<file path="src/rtl/video_timing_pkg.sv">
// Shared raster timing constants, counter widths, run/idle state and sync helpers
// for the HDMI/DVI video timing generator.
package video_timing_pkg;

   // 640x480 @ 60 Hz
   localparam int unsigned VGA_H_ACTIVE = 640;
   localparam int unsigned VGA_H_FRONT  = 16;
   localparam int unsigned VGA_H_SYNC   = 96;
   localparam int unsigned VGA_H_BACK   = 48;
   localparam int unsigned VGA_V_ACTIVE = 480;
   localparam int unsigned VGA_V_FRONT  = 10;
   localparam int unsigned VGA_V_SYNC   = 2;
   localparam int unsigned VGA_V_BACK   = 33;

   // 1280x720 @ 60 Hz
   localparam int unsigned HD_H_ACTIVE = 1280;
   localparam int unsigned HD_H_FRONT  = 110;
   localparam int unsigned HD_H_SYNC   = 40;
   localparam int unsigned HD_H_BACK   = 220;
   localparam int unsigned HD_V_ACTIVE = 720;
   localparam int unsigned HD_V_FRONT  = 5;
   localparam int unsigned HD_V_SYNC   = 5;
   localparam int unsigned HD_V_BACK   = 20;

   localparam int unsigned H_CNT_W   = 11;
   localparam int unsigned V_CNT_W   = 10;
   localparam int unsigned H_CNT_MAX = 2048;
   localparam int unsigned V_CNT_MAX = 1024;

   typedef enum logic {
      IDLE = 1'b0,
      RUN  = 1'b1
   } vtgState_e;

   // Control word carried alongside each fetch through the latency pipeline.
   typedef struct packed {
      logic active;
      logic hsync;
      logic vsync;
   } videoCtl_t;

   localparam int unsigned VIDEO_CTL_W = $bits(videoCtl_t);

   // Wire level of a sync signal given its logical state and polarity.
   function automatic logic syncLevel(input logic asserted, input logic activeLow);
      return asserted ^ activeLow;
   endfunction

endpackage

</file>
<file path="src/rtl/video_timing_generator_signal_delay_line.sv">
// Fixed-depth shift register that resets every stage to a programmable value.
module signal_delay_line #(
   parameter int unsigned WIDTH = 1,
   parameter int unsigned DEPTH = 1,
   parameter logic [WIDTH-1:0] INIT = '0
) (
   input  logic             clock,
   input  logic             resetN,
   input  logic [WIDTH-1:0] dataIn,
   output logic [WIDTH-1:0] dataOut
);

   logic [WIDTH-1:0] stages [DEPTH];

   always_ff @(posedge clock) begin
      if (!resetN) begin
         for (int i = 0; i < int'(DEPTH); i++) begin
            stages[i] <= INIT;
         end
      end else begin
         stages[0] <= dataIn;
         for (int i = 1; i < int'(DEPTH); i++) begin
            stages[i] <= stages[i-1];
         end
      end
   end

   assign dataOut = stages[DEPTH-1];

endmodule

</file>
<file path="src/rtl/video_timing_generator.sv">
// Raster timing generator: h/v counters, pixel fetch requests and latency-aligned
// DE / sync / colour outputs for the three TMDS encoder channels.
module video_timing_generator
   import video_timing_pkg::*;
#(
   parameter int unsigned H_ACTIVE        = VGA_H_ACTIVE,
   parameter int unsigned H_FRONT         = VGA_H_FRONT,
   parameter int unsigned H_SYNC          = VGA_H_SYNC,
   parameter int unsigned H_BACK          = VGA_H_BACK,
   parameter int unsigned V_ACTIVE        = VGA_V_ACTIVE,
   parameter int unsigned V_FRONT         = VGA_V_FRONT,
   parameter int unsigned V_SYNC          = VGA_V_SYNC,
   parameter int unsigned V_BACK          = VGA_V_BACK,
   parameter int unsigned SYNC_ACTIVE_LOW = 1,
   parameter int unsigned FETCH_LATENCY   = 2
) (
   input  logic                 pixelClock,
   input  logic                 resetN,
   input  logic                 enable,
   input  logic [23:0]          pixelIn,
   output logic                 fetchActive,
   output logic [H_CNT_W-1:0]   fetchX,
   output logic [V_CNT_W-1:0]   fetchY,
   output logic                 frameStart,
   output logic                 DE,
   output logic [1:0]           controlBus,
   output logic [7:0]           redOut,
   output logic [7:0]           greenOut,
   output logic [7:0]           blueOut
);

   localparam int unsigned H_TOTAL      = H_ACTIVE + H_FRONT + H_SYNC + H_BACK;
   localparam int unsigned V_TOTAL      = V_ACTIVE + V_FRONT + V_SYNC + V_BACK;
   localparam int unsigned H_SYNC_START = H_ACTIVE + H_FRONT;
   localparam int unsigned H_SYNC_END   = H_SYNC_START + H_SYNC;
   localparam int unsigned V_SYNC_START = V_ACTIVE + V_FRONT;
   localparam int unsigned V_SYNC_END   = V_SYNC_START + V_SYNC;
   localparam logic        SYNC_LOW     = (SYNC_ACTIVE_LOW != 0);
   localparam logic [VIDEO_CTL_W-1:0] PIPE_INIT = {1'b0, SYNC_LOW, SYNC_LOW};

   if (H_TOTAL > H_CNT_MAX) begin : gHTotalTooLarge
      $error("video_timing_generator: H_TOTAL exceeds 2048");
   end
   if (V_TOTAL > V_CNT_MAX) begin : gVTotalTooLarge
      $error("video_timing_generator: V_TOTAL exceeds 1024");
   end
   if (FETCH_LATENCY < 1 || FETCH_LATENCY > 8) begin : gLatencyOutOfRange
      $error("video_timing_generator: FETCH_LATENCY must be 1..8");
   end

   vtgState_e           state;
   logic [H_CNT_W-1:0]  hCount;
   logic [V_CNT_W-1:0]  vCount;
   videoCtl_t           fetchCtl;
   videoCtl_t           pipeIn;
   videoCtl_t           pipeOut;

   logic lastH;
   logic lastV;
   logic running;
   logic hActive;
   logic vActive;
   logic hSyncRegion;
   logic vSyncRegion;

   assign lastH       = (32'(hCount) == H_TOTAL - 1);
   assign lastV       = (32'(vCount) == V_TOTAL - 1);
   assign running     = (state == RUN);
   assign hActive     = (32'(hCount) < H_ACTIVE);
   assign vActive     = (32'(vCount) < V_ACTIVE);
   assign hSyncRegion = (32'(hCount) >= H_SYNC_START) && (32'(hCount) < H_SYNC_END);
   assign vSyncRegion = (32'(vCount) >= V_SYNC_START) && (32'(vCount) < V_SYNC_END);

   // Run/idle control and raster counters; stopping only takes effect at frame end.
   always_ff @(posedge pixelClock) begin
      if (!resetN) begin
         state  <= IDLE;
         hCount <= '0;
         vCount <= '0;
      end else begin
         case (state)
            IDLE: begin
               hCount <= '0;
               vCount <= '0;
               if (enable) state <= RUN;
            end
            RUN: begin
               if (lastH) begin
                  hCount <= '0;
                  if (lastV) begin
                     vCount <= '0;
                     if (!enable) state <= IDLE;
                  end else begin
                     vCount <= vCount + V_CNT_W'(1);
                  end
               end else begin
                  hCount <= hCount + H_CNT_W'(1);
               end
            end
            default: state <= IDLE;
         endcase
      end
   end

   // Fetch stage: request address plus the raw control bits that travel with it.
   always_ff @(posedge pixelClock) begin
      if (!resetN) begin
         fetchCtl   <= '0;
         fetchX     <= '0;
         fetchY     <= '0;
         frameStart <= 1'b0;
      end else begin
         fetchCtl.active <= running && hActive && vActive;
         fetchCtl.hsync  <= running && hSyncRegion;
         fetchCtl.vsync  <= running && vSyncRegion;
         frameStart      <= running && (hCount == '0) && (vCount == '0);
         fetchX          <= (running && hActive && vActive) ? hCount : '0;
         fetchY          <= (running && hActive && vActive) ? vCount : '0;
      end
   end

   assign fetchActive = fetchCtl.active;

   // Polarity is applied before the pipeline so its reset value is the idle bus level.
   assign pipeIn = '{active: fetchCtl.active,
                     hsync:  syncLevel(fetchCtl.hsync, SYNC_LOW),
                     vsync:  syncLevel(fetchCtl.vsync, SYNC_LOW)};

   signal_delay_line #(
      .WIDTH (VIDEO_CTL_W),
      .DEPTH (FETCH_LATENCY),
      .INIT  (PIPE_INIT)
   ) uDelay (
      .clock   (pixelClock),
      .resetN  (resetN),
      .dataIn  (pipeIn),
      .dataOut (pipeOut)
   );

   assign DE         = pipeOut.active;
   assign controlBus = {pipeOut.vsync, pipeOut.hsync};

   // Returned pixel data arrives in the same cycle as its delayed DE.
   assign redOut   = DE ? pixelIn[23:16] : 8'h00;
   assign greenOut = DE ? pixelIn[15:8]  : 8'h00;
   assign blueOut  = DE ? pixelIn[7:0]   : 8'h00;

endmodule

</file>
<file path="config.mk">
export PLATFORM = sky130hd
export DESIGN_NAME = video_timing_generator
export DESIGN_NICKNAME = d
export VERILOG_FILES = /design/src/rtl/video_timing_pkg.sv /design/src/rtl/video_timing_generator_signal_delay_line.sv /design/src/rtl/video_timing_generator.sv
export SDC_FILE = /design/constraint.sdc
export NUM_CORES = 1
export LEC_CHECK = 0
export ABC_AREA = 0
export BUFFER_PORTS_ARGS = -buffer_cell sky130_fd_sc_hd__buf_2
export CORE_UTILIZATION = 48
export CTS_CLUSTER_SIZE = 10
export DETAILED_ROUTE_END_ITERATION = 8
export PLACE_DENSITY = 0.78
export SYNTH_ARGS = -nofsm -noshare
export SYNTH_HDL_FRONTEND = slang
export SYNTH_SLANG_ARGS = --single-unit
</file>
<file path="constraint.sdc">
create_clock -name pixelClock -period 5.9 [get_ports pixelClock]
set_input_delay 0 -clock pixelClock [delete_from_list [all_inputs] [get_ports pixelClock]]
set_output_delay 0 -clock pixelClock [all_outputs]
set_load 0.1 [all_outputs]
</file>
After elaboration in Yosys (flattened, before gate mapping)

Memory sizes are Yosys's and may differ from the RTL's.
Cells that the tools add are included.

RAM bits: 6
Input port bits: 27
Bits in registers: 47
Output and inout bits: 50
Bits in latches: 0
Logic and storage cells: 53
Memories: 1
Bits in read-only memories: 0

Bitwise gates (word level): 5
Order comparisons: 6
Mux-type cells: 16
Shift-type cells: 0
Multipliers: 0
Add/sub/neg operators: 2
Reductions and logical operators: 11
Div/mod/pow operators: 0
Eq/ne operators: 3

Memory list:

| memory        | depth | width | rd ports | clocked after memory_dff | write ports | RTL line                                       | text |
|---|---|---|---|---|---|---|---|
| uDelay.stages | 2     | 3     | 2        | 0                        | 2           | video_timing_generator_signal_delay_line.sv:13 | `logic [WIDTH-1:0] stages [DEPTH];` |

Operators by type and width:

| cell                  | number |
|---|---|
| $mux 8                | 3 |
| $lt 11x10->1 const B  | 2 |
| $pmux 11 s2           | 1 |
| $lt 10x9->1 const B   | 2 |
| $mux 10               | 2 |
| $pmux 10 s2           | 1 |
| $add 11x1->11 const B | 1 |
| $eq 11x10->1 const B  | 1 |
| $ge 11x10->1 const B  | 1 |
| $logic_not 11->1      | 1 |
| $mux 11               | 1 |
| $add 10x1->10 const B | 1 |
| $eq 10x10->1 const B  | 1 |
| $ge 10x9->1 const B   | 1 |
| $logic_not 10->1      | 1 |
| $logic_and 1x1->1     | 8 |
| $mux 3                | 2 |
| $mux 1                | 5 |
| $not 1->1             | 3 |
| $ne 2x1->1 const B    | 1 |
| $or 1x1->1            | 2 |
| $pmux 1 s2            | 1 |
| $reduce_and 2->1      | 1 |

Depth between registers and ports, before layout

Depth in word-level cells: 4
Depth in mapped cells: 6
Gate-level depth less buffers: 6

Hierarchy

A second synthesis with hierarchy kept.

Cell total of the unflattened synthesis: 227
Area total of the unflattened synthesis: 2142.1 sq um

Modules (own cells, without submodules):

| module                 | area each (sq um) | cells each | sequential area each (sq um) | times used |
|---|---|---|---|---|
| video_timing_generator | 1961.9            | 212        | 940.9                        | 1 |
| signal_delay_line      | 180.2             | 15         | 120.1                        | 1 |

Worst setup path after synthesis

OpenSTA, ideal clock, no wires.

Kind: reg2out
Start: mem uDelay.stages[0][5] (netlist bit)
End: out blueOut[0]
Stages on the path, launching flop included: 3
Arrival: 2.021 ns
Path buffers: 1
Required time: 5.900 ns
Slack: 3.879 ns
Path through: dfxtp_1 -> clkbuf_1 -> and2_1

RTL lines:

| what        | RTL line                                       | text |
|---|---|---|
| from (decl) | video_timing_generator_signal_delay_line.sv:13 |  |
| to (decl)   | video_timing_generator.sv:29                   | `output logic [7:0] blueOut` |

Worst setup path in the final report

Start: reg hCount[0]
End: reg vCount[3]

Cells in the longest elaborated chain, start to end: 2

Ends and longest elaborated chain:

| what                        | RTL line                     | text |
|---|---|---|
| from (decl)                 | video_timing_generator.sv:52 | `logic [H_CNT_W-1:0] hCount;` |
| from (signal assigned)      | video_timing_generator.sv:97 | `hCount <= hCount + H_CNT_W'(1);` |
| $eq 11x10->1                | video_timing_generator.sv:66 | `assign lastH = (32'(hCount) == H_TOTAL - 1);` |
| $ne 2x1->1 (no source line) | n/a                          |  |
| to (signal assigned)        | video_timing_generator.sv:94 | `vCount <= vCount + V_CNT_W'(1);` |
| to (decl)                   | video_timing_generator.sv:53 | `logic [V_CNT_W-1:0] vCount;` |

No other way between the ends.
A chain may end at the register's enable or synchronous reset.

==> tab_implementation.tex <==
\begin{tabular}{lr}
\hline
Metric & Value \\
\hline
\multicolumn{2}{l}{\textbf{Clock tree}} \\
TritonCTS buffer count & 5 \\
Worst-Skew Late Latency & 310 ps \\
Clock transition at the registers of the reported paths & 100 ps \\
Clk Tree Root Cell & sky130\_fd\_sc\_hd\_\_clkbuf\_8 \\
Total number of clock tree sinks & 53 \\
\# Post-CTS Setup Buffers & 0 \\
Clock buffer depth & 2 \\
H-tree levels & 2 \\
Clock tree from TritonCTS & yes \\
\multicolumn{2}{l}{\textbf{Route}} \\
Vias post-DR & 1777 \\
First-pass iteration count of the detailed router & 4 \\
Via density per instance & 5.020 \\
Violation count after the first detailed-routing iteration & 64 \\
Post-Route WL & 4.149 mm \\
Wirelength per Cell & 11.72 um \\
Remaining antenna violation count & 0 \\
Number of remaining DRC errors & 0 \\
\multicolumn{2}{l}{\textbf{Floorplan}} \\
Overall die height & 68.22 um \\
Total I/O pin count & 77 \\
Initial standard-cell utilization of the core & 51.14\% \\
Area of the die & 0.004653 mm\^{}2 \\
Cell row count & 23 \\
Area of the core region & 0.004115 mm\^{}2 \\
Horizontal die dimension & 68.22 um \\
\multicolumn{2}{l}{\textbf{Logic synthesis}} \\
Part of the Yosys area used for sequential elements & 50.42\% \\
Cells after synthesis & 225 \\
Average size of a mapped cell & 9.353 um\^{}2 \\
Cell type with the highest aggregate area in the netlist & sky130\_fd\_sc\_hd\_\_dfxtp\_1 \\
Synth warn & 0 \\
Top cell type's share of synthesized area & 50.42\% \\
Share of synthesized flip-flops with an asynchronous set or reset & 0\% \\
Flop and latch count out of synthesis & 53 \\
Number of enable-type register cells in the synthesized netlist & 0 \\
Netlist area before placement & 0.002105 mm\^{}2 \\
Biggest area contributors in the synthesized netlist & sky130\_fd\_sc\_hd\_\_dfxtp\_1 50\%, sky130\_fd\_sc\_hd\_\_and2\_1 13\%, sky130\_fd\_sc\_hd\_\_nand3\_1 3.3\%, sky130\_fd\_sc\_hd\_\_a21oi\_1 2.6\%, sky130\_fd\_sc\_hd\_\_nor2\_1 2.5\% \\
Synth cell types & 37 \\
Dominant synthesized flop cell & sky130\_fd\_sc\_hd\_\_dfxtp\_1 \\
\multicolumn{2}{l}{\textbf{Setup path}} \\
Crit-path max cell delay & 540 ps \\
Arrival time of data at the critical path endpoint & 2340 ps \\
Worst setup slack for register-to-register paths & 3800 ps \\
Required time of the critical path & 6140 ps \\
Beginning of the worst register-to-register path & hCount[0] \\
Critical path, cell by cell & ha\_1 > nand4\_2 > o41a\_4 > or3\_2 > a21oi\_1 \\
Category of cells accounting for the largest share of critical-path delay & compound AO/OA/AOI/OAI gates \\
R2r worst-path depth & 5 \\
Critical Path Slowest Stage Cell & sky130\_fd\_sc\_hd\_\_o41a\_4 \\
Worst Path Buf+Inv & 0 \\
Reg-to-reg critical path endpoint & vCount[3] \\
Highest fanout seen on the critical path & 15 \\
Critical Path Source Type & flip-flop \\
Capturing element type of the critical path & flip-flop \\
Worst setup path class & flip-flop to flip-flop \\
\multicolumn{2}{l}{\textbf{Power}} \\
Static Leakage & 1.172 nW \\
PnR Total Power & 0.6266 mW \\
Power density cells & 238.1 mW/mm\^{}2 \\
VDD IR max & 0.1395 mV \\
\multicolumn{2}{l}{\textbf{STA}} \\
Setup repair after global routing missed its margin & no \\
Final Skew & 10.05 ps \\
Number of failing setup endpoints in the final timing report & 0 \\
F\_max & 476.9 MHz \\
Final count of hold timing violations & 0 \\
Minimum setup slack in the final design & 3803 ps \\
Period utilization & 35.54\% \\
Total negative setup slack & 0 ps \\
Least-Margin Pin Slew & 500.7 ps \\
Minimum clock period & 2097 ps \\
Slew Limit Fails & 0 \\
Worst slew margin & 66.57\% \\
\multicolumn{2}{l}{\textbf{Placed design}} \\
Placement Setup Slack & 3832 ps \\
Count of buffers inserted at the top-level ports & 76 \\
Cell area after placement & 0.002516 mm\^{}2 \\
Placed wire-length estimate & 3.126 mm \\
Routability congestion estimate from global placement & 0.8551 \\
\multicolumn{2}{l}{\textbf{Global routing}} \\
Number of antenna violations at the first check in global routing & 0 \\
Via count of the first global-routing pass & 1495 \\
Gr usage total & 19.28\% \\
Total overflow reported by the global router & 0 \\
Maximum number of pins on one net before global-route repair & 26 \\
Wire length of the first global-routing pass & 6.513 mm \\
\multicolumn{2}{l}{\textbf{Finish}} \\
Area growth from synthesis to layout & 25.03\% \\
Fillcell total & 358 \\
Register Area & 0.001061 mm\^{}2 \\
Post-layout instance area & 0.002631 mm\^{}2 \\
ANT cells & 0 \\
Area taken by multi-input logic gates & 974.7 um\^{}2 \\
Fraction of final layout cells with drive strength greater than 1 & 31.58\% \\
Core Util, Final & 63.94\% \\
Total number of nets in the final design & 334 \\
\multicolumn{2}{l}{\textbf{Worst hold path}} \\
Hold depth & 1 \\
Worst hold path class & flip-flop to flip-flop \\
WHS Endpoint & uDelay.stages[0][0] \\
Start point of the worst min-delay path & fetchCtl[0] \\
\multicolumn{2}{l}{\textbf{Flow run}} \\
Max-cap viol count & 0 \\
\multicolumn{2}{l}{\textbf{Run status}} \\
Run status & finished clean \\
\hline
\end{tabular}
-- routing by layer --
metal / vias to the layer above / track usage, % / share of wire (%)
li1: 906 / - / -
met3: 6 / 5.333 / 8.3
met4: 0 / 7.813 / 1.7
met5: - / 0 / 0
met2: 76 / 32.97 / 48
met1: 789 / 22.52 / 42
-- logic make-up after synthesis --
family | after synthesis | synth area share (%)
simple gates | 116 | 31.93
flops | 53 | 50.42
compound gates | 25 | 7.550
buf+inv | 17 | 3.745
xor+xnor | 8 | 3.330
fa+ha+maj | 4 | 2.378
other cells | 1 | 0.1782
mux | 1 | 0.4756
-- layout make-up --
type | count | share of cell area, %
inverters | 8 | 1.141
clock inverters | 3 | 0.9986
well taps | 50 | 2.378
flip-flops and latches | 53 | 40.32
clock buffers | 5 | 2.615
repair buffers | 79 | 15.50
multi-input cells | 156 | 37.04
-- cells in the mapped netlist, types with 2 or more instances --
cell,number
sky130_fd_sc_hd__inv_1,8
sky130_fd_sc_hd__ha_1,4
sky130_fd_sc_hd__or3_1,4
sky130_fd_sc_hd__o21ai_0,8
sky130_fd_sc_hd__and3_1,3
sky130_fd_sc_hd__nor3_1,4
sky130_fd_sc_hd__nor2_1,14
sky130_fd_sc_hd__o21a_1,2
sky130_fd_sc_hd__a21oi_1,11
sky130_fd_sc_hd__or3_2,3
sky130_fd_sc_hd__dfxtp_1,53
sky130_fd_sc_hd__and2_1,44
sky130_fd_sc_hd__or4_1,3
sky130_fd_sc_hd__buf_4,2
sky130_fd_sc_hd__nand2_1,10
sky130_fd_sc_hd__clkbuf_1,6
sky130_fd_sc_hd__nor4_1,6
sky130_fd_sc_hd__xor2_1,2
sky130_fd_sc_hd__xnor2_1,6
sky130_fd_sc_hd__nand2b_1,2
sky130_fd_sc_hd__nand3_1,14
-- worst max-delay path by stage --
stage,startpoint,endpoint,slack (ps),cells after the start
CTS,hCount[0],vCount[3],3800,5
detailed placement,hCount[0],vCount[7],3830,5
global placement,hCount[0],vCount[7],3880,5
floorplan,uDelay.stages[0][5],blueOut[0],3880,2
finish,hCount[0],vCount[3],3800,5
global route,hCount[0],vCount[3],3610,5
-- cell usage in the layout (no fill, tap or decap), types with 2 or more instances in the layout --
| cell type | instances |
|---|---|
| sky130_fd_sc_hd__a21oi_1 | 11 |
| sky130_fd_sc_hd__and2_1 | 44 |
| sky130_fd_sc_hd__and3_1 | 3 |
| sky130_fd_sc_hd__buf_2 | 76 |
| sky130_fd_sc_hd__clkbuf_8 | 5 |
| sky130_fd_sc_hd__clkinv_4 | 2 |
| sky130_fd_sc_hd__conb_1 | 2 |
| sky130_fd_sc_hd__dfxtp_1 | 53 |
| sky130_fd_sc_hd__dlygate4sd3_1 | 2 |
| sky130_fd_sc_hd__ha_1 | 4 |
| sky130_fd_sc_hd__inv_1 | 8 |
| sky130_fd_sc_hd__nand2_1 | 10 |
| sky130_fd_sc_hd__nand2b_1 | 2 |
| sky130_fd_sc_hd__nand3_1 | 14 |
| sky130_fd_sc_hd__nor2_1 | 14 |
| sky130_fd_sc_hd__nor3_1 | 4 |
| sky130_fd_sc_hd__nor4_1 | 6 |
| sky130_fd_sc_hd__o21a_1 | 2 |
| sky130_fd_sc_hd__o21ai_0 | 8 |
| sky130_fd_sc_hd__or3_1 | 4 |
| sky130_fd_sc_hd__or3_2 | 3 |
| sky130_fd_sc_hd__or4_1 | 3 |
| sky130_fd_sc_hd__xnor2_1 | 6 |
| sky130_fd_sc_hd__xor2_1 | 2 |
-- per-stage QoR --
stage	hold slack [ps]	std cells
after global placement	215.0	344
after global routing	397.6	354
after detailed placement	211.1	344
after floorplan	123.8	226
final	377.9	354
after CTS	380.6	354
-- what timing repair did --
item	CTS	global route
hold buffers	2	0
setup endpoints to repair	0	0
hold endpoints to repair	5	0
gates resized for setup	0	0
-- report_power, final --
part           total, mW  internal, mW  switching (mW)
logic             0.0555        0.0147          0.0407
clock network      0.208        0.0865           0.122
registers          0.363         0.360         0.00260
-- registers in the layout, indices dropped and copies added (netlist names) --
register and count:
fetchX 11, hCount 11, fetchY 10, vCount 10, uDelay.stages 6, fetchCtl 2
fetchActive 1, frameStart 1, running 1
(Power assumes the default switching activity.)
